==> config.mk <==
export PLATFORM = sky130hd
export DESIGN_NAME = serial_magnitude_comparator
export DESIGN_NICKNAME = d
export VERILOG_FILES = /design/src/rtl/serial_magnitude_comparator.sv
export SDC_FILE = /design/constraint.sdc
export NUM_CORES = 1
export LEC_CHECK = 0
export BUFFER_PORTS_ARGS = -buffer_cell sky130_fd_sc_hd__buf_2
export CORE_MARGIN = 4
export CORE_UTILIZATION = 53
export CTS_CLUSTER_DIAMETER = 120
export DETAILED_ROUTE_END_ITERATION = 12
export MAX_ROUTING_LAYER = met4
export PLACE_DENSITY = 0.8
export SLEW_MARGIN = 20
export SYNTH_ARGS = -nofsm -noshare
export SYNTH_HDL_FRONTEND = slang
export SYNTH_SLANG_ARGS = --single-unit
==> constraint.sdc <==
create_clock -name clk -period 1.3 [get_ports clk]
set_input_delay 0.13 -clock clk [delete_from_list [all_inputs] [get_ports clk]]
set_output_delay 0.13 -clock clk [all_outputs]
set_load 0.03 [all_outputs]
==> src/rtl/serial_magnitude_comparator.sv <==
// serial_magnitude_comparator: bit-serial, MSB-first unsigned magnitude
// comparator with a start/busy/done handshake. One operand bit pair is
// examined per clock. All outputs are registered.
//
// Optional build macro: SERIAL_CMP_EARLY_EXIT_EN
//   undefined (default): fixed WIDTH-cycle latency regardless of data.
//   defined            : finish on the first differing bit, so a difference
//                        at bit i takes WIDTH-i cycles. Equal operands still
//                        take WIDTH cycles.
module serial_magnitude_comparator #(
  parameter  int WIDTH = 8,
  localparam int CNT_W = $clog2(WIDTH)
) (
  input  logic             clk,
  input  logic             reset_n,
  input  logic             start,
  input  logic [WIDTH-1:0] a,
  input  logic [WIDTH-1:0] b,
  output logic             busy,
  output logic             done,
  output logic             a_gt_b,
  output logic             a_lt_b,
  output logic             a_eq_b
);

  typedef enum logic [1:0] {IDLE, SHIFT, DONE} state_e;

  state_e           state_q, state_d;
  logic [WIDTH-1:0] sa_q, sa_d, sb_q, sb_d;
  logic [CNT_W-1:0] cnt_q, cnt_d;
  logic             decided_q, decided_d;
  logic             busy_q, busy_d, done_q, done_d;
  logic             gt_q, gt_d, lt_q, lt_d, eq_q, eq_d;
  logic             diff;

  assign diff = sa_q[WIDTH-1] ^ sb_q[WIDTH-1];

  // Next-state and datapath: load on accepted start, shift/compare in SHIFT.
  always_comb begin
    state_d   = state_q;
    sa_d      = sa_q;
    sb_d      = sb_q;
    cnt_d     = cnt_q;
    decided_d = decided_q;
    busy_d    = busy_q;
    done_d    = 1'b0;
    gt_d      = gt_q;
    lt_d      = lt_q;
    eq_d      = eq_q;
    case (state_q)
      // DONE accepts a start exactly like IDLE, giving back-to-back operation.
      IDLE, DONE: begin
        busy_d  = 1'b0;
        state_d = IDLE;
        if (start) begin
          sa_d      = a;
          sb_d      = b;
          cnt_d     = CNT_W'(WIDTH-1);
          decided_d = 1'b0;
          gt_d      = 1'b0;
          lt_d      = 1'b0;
          eq_d      = 1'b0;
          busy_d    = 1'b1;
          state_d   = SHIFT;
        end
      end
      SHIFT: begin
        sa_d  = {sa_q[WIDTH-2:0], 1'b0};
        sb_d  = {sb_q[WIDTH-2:0], 1'b0};
        cnt_d = cnt_q - CNT_W'(1);
        // The decided flag freezes the first (most significant) difference.
        if (!decided_q && diff) begin
          gt_d      = sa_q[WIDTH-1];
          lt_d      = sb_q[WIDTH-1];
          decided_d = 1'b1;
`ifdef SERIAL_CMP_EARLY_EXIT_EN
          done_d    = 1'b1;
          busy_d    = 1'b0;
          state_d   = DONE;
`endif
        end
        if (cnt_q == '0) begin
          // Last bit: equality only if no bit, including this one, differed.
          if (!decided_q && !diff) eq_d = 1'b1;
          done_d  = 1'b1;
          busy_d  = 1'b0;
          state_d = DONE;
        end
      end
      default: begin
        busy_d  = 1'b0;
        state_d = IDLE;
      end
    endcase
  end

  // State and datapath registers; reset abandons any comparison in flight.
  always_ff @(posedge clk or negedge reset_n) begin
    if (!reset_n) begin
      state_q   <= IDLE;
      sa_q      <= '0;
      sb_q      <= '0;
      cnt_q     <= '0;
      decided_q <= 1'b0;
      busy_q    <= 1'b0;
      done_q    <= 1'b0;
      gt_q      <= 1'b0;
      lt_q      <= 1'b0;
      eq_q      <= 1'b0;
    end else begin
      state_q   <= state_d;
      sa_q      <= sa_d;
      sb_q      <= sb_d;
      cnt_q     <= cnt_d;
      decided_q <= decided_d;
      busy_q    <= busy_d;
      done_q    <= done_d;
      gt_q      <= gt_d;
      lt_q      <= lt_d;
      eq_q      <= eq_d;
    end
  end

  assign busy   = busy_q;
  assign done   = done_q;
  assign a_gt_b = gt_q;
  assign a_lt_b = lt_q;
  assign a_eq_b = eq_q;

endmodule

==> results of run 1 <==
metrics by stage:
step / hold WS, ns / util / total power, mW / worst slack (ns)
after floorplan: -0.166 / - / 2.76 / 0.205
after global placement: 0.154 / 0.621 / 3.04 / 0.167
after detailed placement: 0.164 / 0.621 / 3.19 / 0.0800
after CTS: 0.00368 / 0.637 / 3.54 / 0.0377
after global routing: 0.0119 / 0.638 / 3.82 / 0.0181
final: 0.0161 / 0.638 / 3.50 / 0.0821
cell families after synthesis:
group           after synthesis  synth area share
fa+ha+maj                     2            0.0207
xor+xnor                      1           0.00726
compound gates               27             0.155
flops                        27             0.560
buf+inv                      12            0.0663
simple gates                 53             0.191
worst max-delay path: cells and delay by family, from the launching register on:
kind / cells / cell delay, ns
buf+inv: 1 / 0.18
compound gates: 2 / 0.28
simple gates: 1 / 0.21
flops: 1 / 0.44
where the power goes:
group	switching, mW	internal, mW
registers	0.267	1.24
clock network	0.230	0.120
logic	0.942	0.702
total	1.44	2.06
routing by layer:
| metal | track usage | wire, µm | vias up |
|---|---|---|---|
| met2 | 0.291 | 1230 | 14 |
| met5 | - | 0 | - |
| met4 | 0.0208 | 14 | 0 |
| met3 | 0.0534 | 98 | 3 |
| li1 | - | - | 478 |
| met1 | 0.197 | 989 | 476 |
cells in the mapped netlist, drive strengths merged:
library cell / n / area share
dfrtp: 27 / 0.56
nand2: 20 / 0.062
nor2: 19 / 0.059
a31oi: 8 / 0.041
buf: 8 / 0.054
nor3: 7 / 0.029
o22ai: 6 / 0.031
a22o: 5 / 0.036
inv: 4 / 0.012
nand2b: 3 / 0.016
a22oi: 2 / 0.012
ha: 2 / 0.021
nor2b: 2 / 0.010
o21ai: 2 / 0.0083
a21oi: 1 / 0.0041
a32o: 1 / 0.0083
nand3: 1 / 0.0041
nor3b: 1 / 0.010
o311ai: 1 / 0.0073
o31ai: 1 / 0.0062
xor2: 1 / 0.0073
layout make-up:
class	instances	area [µm²]
sequential	27	676
fill	198	792
tap	28	35.0
timing repair buffer	33	193
multi-input combinational	83	454
inverter	4	15.0
clock buffer	4	26.3
final timing paths:
check,startpoint,end,slack (ns),cells past startpoint
worst max-delay path,state_q[0],a_gt_b,0.08,4
worst min-delay path,a[0],sa_q[0],0.02,2
worst max register to register,state_q[0],a_gt_b,0.08,4
worst min register to register,cnt_q[0],cnt_q[0],0.49,1
max in group asynchronous,reset_n,sb_q[3],0.60,2
min in group asynchronous,reset_n,sa_q[5],0.32,2
placed cells by master, fill, tap and decap left out, types with 3 or more instances in the layout:
cell type	n
buf_2	23
a22o_1	5
inv_1	4
a31oi_1	8
nor3_1	7
nand2b_1	3
o22ai_1	6
dfrtp_1	27
clkbuf_4	3
buf_4	9
nand2_1	20
nor2_1	19
state kept, by name (all words and copies together), names as in the netlist:
register and flops:
done 1, cnt_q 3, state_q 2, decided_q 1, a_lt_b 1, sa_q 8
a_eq_b 1, sb_q 8, a_gt_b 1, busy 1
timing repair:
| item | CTS | global route |
|---|---|---|
| resized for setup | 0 | 1 |
| setup endpoints to repair | 0 | 1 |
| hold buffers | 1 | 0 |
| hold endpoints to repair | 27 | 0 |
==> impl_metrics.toml, run 1 <==
[run_status]
outcome = "finished clean"

[route]
wl_per_cell_um = 13.0
num_vias = 971
first_iter_violations = 21
wl_um = 2330
antenna_left = 0
first_pass_iters = 4
viasPerCell = 5.42
drc = 0

[timing]
tns_ns = 0
setup_viol = 0
max_slew.worst_pin.slew_ns = 0.581
skew_ns = 0.00288
hold_viol = 0
fmaxAchievable_mhz = 821
rsz0062_at_grt = "no"
slew-limit-headroom = 0.612
period_needed_ns = 1.22
final-max-slew-violation-count = 0
min_period_over_period = 0.937

[logic_synthesis]
netlist_instances = 122
netlist-cell-type-count = 24
synth-seq-cells = 27
avgSynthCellArea_um2 = 9.90
seq_area_frac_synth = 0.560
ys_warn_count = 0
synthesis.area_um2 = 1210
syn-num-nets = 143

[layout]
drive_gt1_frac = 0.245
syn_to_final_growth_pct = 15.9
final_cell_area_um2 = 1400
n_antenna_cell = 0
stdcell_count = 179
nNetsFinal = 173

[worst_setup_path]
cp_data_arrival_time_ns = 1.43
crit_type = "register to register"
critPathSlowestCell = "dfrtp_1"
required_ns = 1.51
path_cells = "nand2b_1 -> buf_4 -> a22oi_1 -> o21ai_0"
critPathCaptureType = "register"
max_stage_delay_ns = 0.44
crit_path_start_kind = "register"
cp_max_fo = 5

[clock_network]
cts_num_sinks = 27
post_cts.repair.setup_buffers = 0
htreeDepth = 1
clk_path_buf_depth = 2
clk_pin_slew_ns = 0.13
cts_tree = "yes"
cts_root_buf = "clkbuf_4"
cts_buffers = 3
clock_latency_ns = 0.32

[power_and_ir_drop]
ir_worst_vdd_uv = 1540
power.density_nw_per_um2 = 2500
p_leak_nw = 0.679

[min_path]
hp-class = "input pin to register"

[placed_design]
port_buffers = 23
placed_cell_area_um2 = 1360
place.gp.congestion = 0.808
hpwl_um = 1810
place_inst = 174

[die]
pin_count = 24
die_area_um2 = 3110
design.core.area_um2 = 2190
rows = 17
die_w_um = 55.7
start_util = 0.551
die_y_um = 55.7

[global_routing]
grt_pass1_wl_um = 4130
antenna_found_initial = 0
grt_pass1_vias = 970
grt_overflow = 0
grtUsageTotal = 0.168
grt_max_degree = 28

[run]
maxCapViolCount = 0
Power figures use the tool's default switching activity.
==> run 2: changes to the inputs <==
--- a/config.mk
+++ b/config.mk
@@ -6,12 +6,12 @@
 export NUM_CORES = 1
 export LEC_CHECK = 0
 export BUFFER_PORTS_ARGS = -buffer_cell sky130_fd_sc_hd__buf_2
-export CORE_MARGIN = 4
 export CORE_UTILIZATION = 53
 export CTS_CLUSTER_DIAMETER = 120
 export DETAILED_ROUTE_END_ITERATION = 12
 export MAX_ROUTING_LAYER = met4
 export PLACE_DENSITY = 0.8
+export SETUP_SLACK_MARGIN = 0.5
 export SLEW_MARGIN = 20
 export SYNTH_ARGS = -nofsm -noshare
 export SYNTH_HDL_FRONTEND = slang
==> run 2 against run 1 <==
  * Fmax rose by 2.2%
  * Worst hold slack got worse by 0.0036 ns
  * Critical path depth fell by 1
  * Sequential share of layout area fell by 9.7 points
  * Global-route usage rose by 6.4 points
  * Combinational power rose by 63%
  * Non-clock buffer count rose by 10
  * Register-to-register slack improved by 0.03 ns
  * Setup slack improved by 0.026 ns
  * Total power rose by 33%
  * Design area rose by 26%
  * Sequential cell count did not move
  * Critical path type unchanged
==> impl_metrics.toml, run 2 (synthesis gave the netlist of run 1 again) <==
[layout]
final_common_cell = "dfrtp_1"
post-route-util = 0.861
mostFrequentLayoutCells = "dfrtp_1, buf_2, nor2_1, buf_6, nand2_1"
stdcell_count = 188
fillers = 98
nNetsFinal = 183
n_antenna_cell = 0
drive_gt1_frac = 0.522
syn_to_final_growth_pct = 45.6
top_regs = "sa_q: 8 flops, sb_q: 8 flops, cnt_q: 3 flops"

[worst_setup_path]
worstRegToRegCells = 3
path_cells = "nand2b_4 -> a22o_1 -> a32o_1"
critPathCaptureType = "register"
required_ns = 1.54
crit_type = "register to register"
r2r_start = "state_q[0]"
crit_path_start_kind = "register"
crit_start = "state_q[0]"
critPathSlowestCell = "dfrtp_2"
cp_data_arrival_time_ns = 1.44
max_stage_delay_ns = 0.49
cp_max_fo = 5

[route]
first_iter_violations = 41
wl_met2_um = 1550
top_layer = "met4"
wl_met3_um = 155
drc = 0
first_pass_iters = 6
m1WireLength_um = 1240
viasPerCell = 5.68
antenna_left = 0
wl_um = 3010
num_vias = 1067
wl_per_cell_um = 16.0

[min_path]
hp-class = "input pin to register"
whs_path_depth = 2
holdCritStartpoint = "b[0]"

[global_routing]
grt_max_degree = 28
grtUsageTotal = 0.232
grt_pass1_vias = 955
grt_overflow = 0
antenna_found_initial = 0
grt_pass1_wl_um = 4190

[placed_design]
port_buffers = 23
pre_cts_ws_ns = 0.129
place.gp.congestion = 0.745
hpwl_um = 1550
place_inst = 170

[timing]
setup_viol = 0
max_slew.worst_pin.slew_ns = 0.366
rsz0062_at_grt = "yes"
tns_ns = 0
min_period_over_period = 0.917
hold_slack_ns = 0.0125
hold_viol = 0
layout_setup_ws_ns = 0.108
period_needed_ns = 1.19
skew_ns = 0.00958
slew-limit-headroom = 0.756
fmaxAchievable_mhz = 839
final-max-slew-violation-count = 0

[clock_network]
htreeDepth = 1
cts_root_buf = "clkbuf_4"
clk_pin_slew_ns = 0.14
cts_num_sinks = 27
cts_tree = "yes"
clk_path_buf_depth = 2
cts_buffers = 3
clock_latency_ns = 0.34

[die]
rows = 16
start_util = 0.591
die_area_um2 = 2470
die_y_um = 49.7
design.core.area_um2 = 2040
pin_count = 24
die_w_um = 49.7

[run_status]
outcome = "finished clean"

[run]
maxCapViolCount = 0

[power_and_ir_drop]
p_leak_nw = 0.803
power.density_nw_per_um2 = 2650
ir_worst_vdd_uv = 1650
[run 2: cell types whose count changed in the layout (fill, tap and decap cells not counted), moves of 6 or more]
cell / previous run / this run
buf_2: 23 / 17
nand2_2: 0 / 9
buf_6: 0 / 14
nand2_1: 20 / 11
nor3_2: 0 / 6
nor3_1: 7 / 0
[run 2: cell type report]
class | instances | area, µm² | share of cell area
Timing Repair Buffer | 43 | 360 | 0.205
Sequential cell | 27 | 678 | 0.386
Inverter | 4 | 15.0 | 0.00854
Clock buffer | 4 | 26.3 | 0.0149
Tap cell | 27 | 33.8 | 0.0192
Multi-Input combinational cell | 83 | 644 | 0.367
[run 2: worst paths after layout]
check                             end  slack, ns
max                            a_lt_b       0.11
min                           sb_q[0]       0.01
max reg2reg                    a_lt_b       0.11
min reg2reg                  cnt_q[2]       0.51
max in group asynchronous  state_q[1]       0.76
min in group asynchronous      a_lt_b       0.25
[run 2: worst max-delay path, delay by kind of cell, from the launching register on]
| family | cells | cell delay (ns) |
|---|---|---|
| flip-flops | 1 | 0.49 |
| AND/OR/NAND/NOR | 1 | 0.19 |
| AO/OA/AOI/OAI | 2 | 0.41 |
[run 2: power breakdown]
group          total, mW  switching [mW]  internal, mW
registers           1.61           0.362          1.24
clock network      0.369           0.249         0.121
logic               2.68            1.33          1.35
total               4.65            1.94          2.71
[run 2: repair_timing]
action | CTS | global route
pin swaps | 5 | 22
gates cloned | 1 | 2
endpoints found under the setup margin | 32 | 59
endpoints found under the hold margin | 27 | 0
setup buffers | 7 | 3
resized for setup | 18 | 50
hold buffers | 1 | 0
[run 2: stage by stage]
stage	area (µm²)	power, mW
2_1_floorplan	1230	2.82
3_3_place_gp	1350	3.07
3_5_place_dp	1350	3.15
4_1_cts	1500	3.80
5_1_grt	1760	4.96
6_report	1760	4.65
[run 2: layer usage]
layer / global-route usage / vias to the layer above
li1: - / 497
met5: - / -
met1: 0.290 / 523
met4: 0.0905 / 0
met2: 0.376 / 40
met3: 0.0370 / 7
==> run 3: changes to the inputs <==
--- a/config.mk
+++ b/config.mk
@@ -7,6 +7,7 @@
 export LEC_CHECK = 0
 export BUFFER_PORTS_ARGS = -buffer_cell sky130_fd_sc_hd__buf_2
 export CORE_UTILIZATION = 53
+export CTS_BUF_LIST = sky130_fd_sc_hd__clkbuf_4 sky130_fd_sc_hd__clkbuf_8 sky130_fd_sc_hd__clkbuf_16
 export CTS_CLUSTER_DIAMETER = 120
 export DETAILED_ROUTE_END_ITERATION = 12
 export MAX_ROUTING_LAYER = met4
==> constraint.sdc (replaced) <==
create_clock -name clk -period 1.2 [get_ports clk]
set_input_delay 0.12 -clock clk [delete_from_list [all_inputs] [get_ports clk]]
set_output_delay 0.12 -clock clk [all_outputs]
set_load 0.03 [all_outputs]
==> run 3 against run 2 <==
  * The flow now finishes with violations (hold timing, setup timing)
  * Sequential share of layout area decreased by 2.3 points
  * Routed wire length rose by 34%
  * Register-to-register slack lost 0.21 ns
  * Core utilization rose by 5.3 points
  * Total power is 23% higher
  * Sequential cell count unchanged
  * Combinational power grew 34%
  * Worst hold slack worse by 0.24 ns
  * Clock skew fell by 0.0071 ns
  * Via count rose by 16%
  * Non-clock buffer count is 7 higher
  * Clock power up 15%
  * Critical endpoint is now a_gt_b
  * Highest routed layer unchanged
==> impl_metrics.toml, run 3 (synthesis gave the netlist of run 1 again) <==
[layout]
stdcell_count = 195
post-route-util = 0.914
final_cell_area_um2 = 1870
n_antenna_cell = 0
top_regs = "sa_q: 8 flops, sb_q: 8 flops, cnt_q: 3 flops"
mostFrequentLayoutCells = "dfrtp_1, nand2_1, buf_2"
regArea_um2 = 677
nNetsFinal = 190
syn_to_final_growth_pct = 54.6
final_common_cell = "dfrtp_1"
multi_input_area_um2 = 611
drive_gt1_frac = 0.494
fillers = 80

[global_routing]
antenna_found_initial = 0
grtUsageTotal = 0.292
grtUsageMet3 = 0.0432
grt_max_degree = 28
grt_overflow = 0
grt_pass1_wl_um = 5180
grt_pass1_vias = 1099
grt_util_met1 = 0.337
use_met2 = 0.516
grt_most_used_layer = "met2"

[run_status]
violations = "hold timing, setup timing"
outcome = "finished, violations left"

[worst_setup_path]
critPathTopFamily = "flip-flops"
r2r_start = "state_q[0]"
worstRegToRegCells = 5
required_ns = 1.41
cp_data_arrival_time_ns = 1.51
path_cells = "buf_4 -> nand2b_4 -> buf_6 -> a22oi_2 -> o21ai_1"
reg2reg_slack_ns = -0.1
critPathSlowestCell = "dfrtp_2"
crit_type = "register to register"
path_buf_inv = 2
cp_max_fo = 4
max_stage_delay_ns = 0.46
crit_path_start_kind = "register"
critPathCaptureType = "register"
r2r_end = "a_gt_b"

[route]
antenna_left = 0
first_iter_violations = 49
drc = 0
num_vias = 1239
first_pass_iters = 4
viasPerCell = 6.35
wl_um = 4030
wl_per_cell_um = 20.7

[die]
rows = 16
start_util = 0.591
pin_count = 24
design.core.area_um2 = 2040
die_w_um = 49.7
die_y_um = 49.7
die_area_um2 = 2470

[power_and_ir_drop]
clkPwrFrac = 0.074
p_sw_mw = 2.36
seq_power_share = 0.303
ir_worst_vdd_uv = 2130
p_leak_nw = 0.863
combPwrFrac = 0.623
power.density_nw_per_um2 = 3080
p_int_mw = 3.38
total_power_mw = 5.74
swShare = 0.412

[clock_network]
htreeDepth = 1
cts_tree = "yes"
cts_root_buf = "clkbuf_4"
clk_path_buf_depth = 2
clock_latency_ns = 0.32
cts_buffers = 3
clk_pin_slew_ns = 0.15
cts_num_sinks = 27

[timing]
tns_ns = -0.874
final-max-slew-violation-count = 0
layout_setup_ws_ns = -0.0995
min_period_over_period = 1.08
fmaxAchievable_mhz = 770
rsz0062_at_grt = "yes"
max_slew.worst_pin.slew_ns = 0.579
skew_ns = 0.00246
hold_viol = 27
slew-limit-headroom = 0.614
setup_viol = 20
period_needed_ns = 1.30
hold_slack_ns = -0.231

[placed_design]
port_buffers = 23
place_inst = 171
place.gp.congestion = 0.774
hpwl_um = 1680
pre_cts_ws_ns = -0.0329
placed_cell_area_um2 = 1380

[min_path]
hp-class = "input pin to async pin"

[run]
maxCapViolCount = 0
-- run 3: per-layer routing --
metal	part of all wire	up-vias	wire (µm)
met4	0.047	0	191
li1	-	516	-
met2	0.51	93	2050
met5	0	-	0
met3	0.076	24	307
met1	0.37	606	1480
-- run 3: how the worst max path moves through the flow --
| stage | from | endpoint | depth (start not counted) |
|---|---|---|---|
| after floorplan | state_q[1] | sa_q[5] | 5 |
| after global placement | state_q[0] | a_lt_b | 4 |
| after detailed placement | state_q[0] | a_lt_b | 4 |
| after CTS | state_q[0] | a_lt_b | 4 |
| after global routing | state_q[1] | a_gt_b | 3 |
| final | state_q[0] | a_gt_b | 5 |
-- run 3: area by class of cell --
| cell class | instances | area share |
|---|---|---|
| Multi-Input combinational cell | 83 | 0.327 |
| Tap cell | 27 | 0.0181 |
| Clock buffer | 4 | 0.0161 |
| Inverter | 4 | 0.00804 |
| Sequential cell | 27 | 0.363 |
| Timing Repair Buffer | 50 | 0.268 |
-- run 3: repair_timing --
action,CTS,global route
setup buffers,11,4
endpoints found under the hold margin,27,27
pin swaps,6,8
resized for setup,32,22
setup endpoints to repair,32,32
cloned,3,2
-- run 3: power groups by stage --
| stage | registers, mW | clock network, mW | logic [mW] |
|---|---|---|---|
| global placement | 1.62 | 0 | 1.80 |
| floorplan | 1.72 | 0 | 1.34 |
| finish | 1.74 | 0.426 | 3.58 |
| CTS | 1.66 | 0.414 | 2.85 |
| global route | 1.77 | 0.454 | 3.78 |
| detailed placement | 1.66 | 0 | 1.88 |
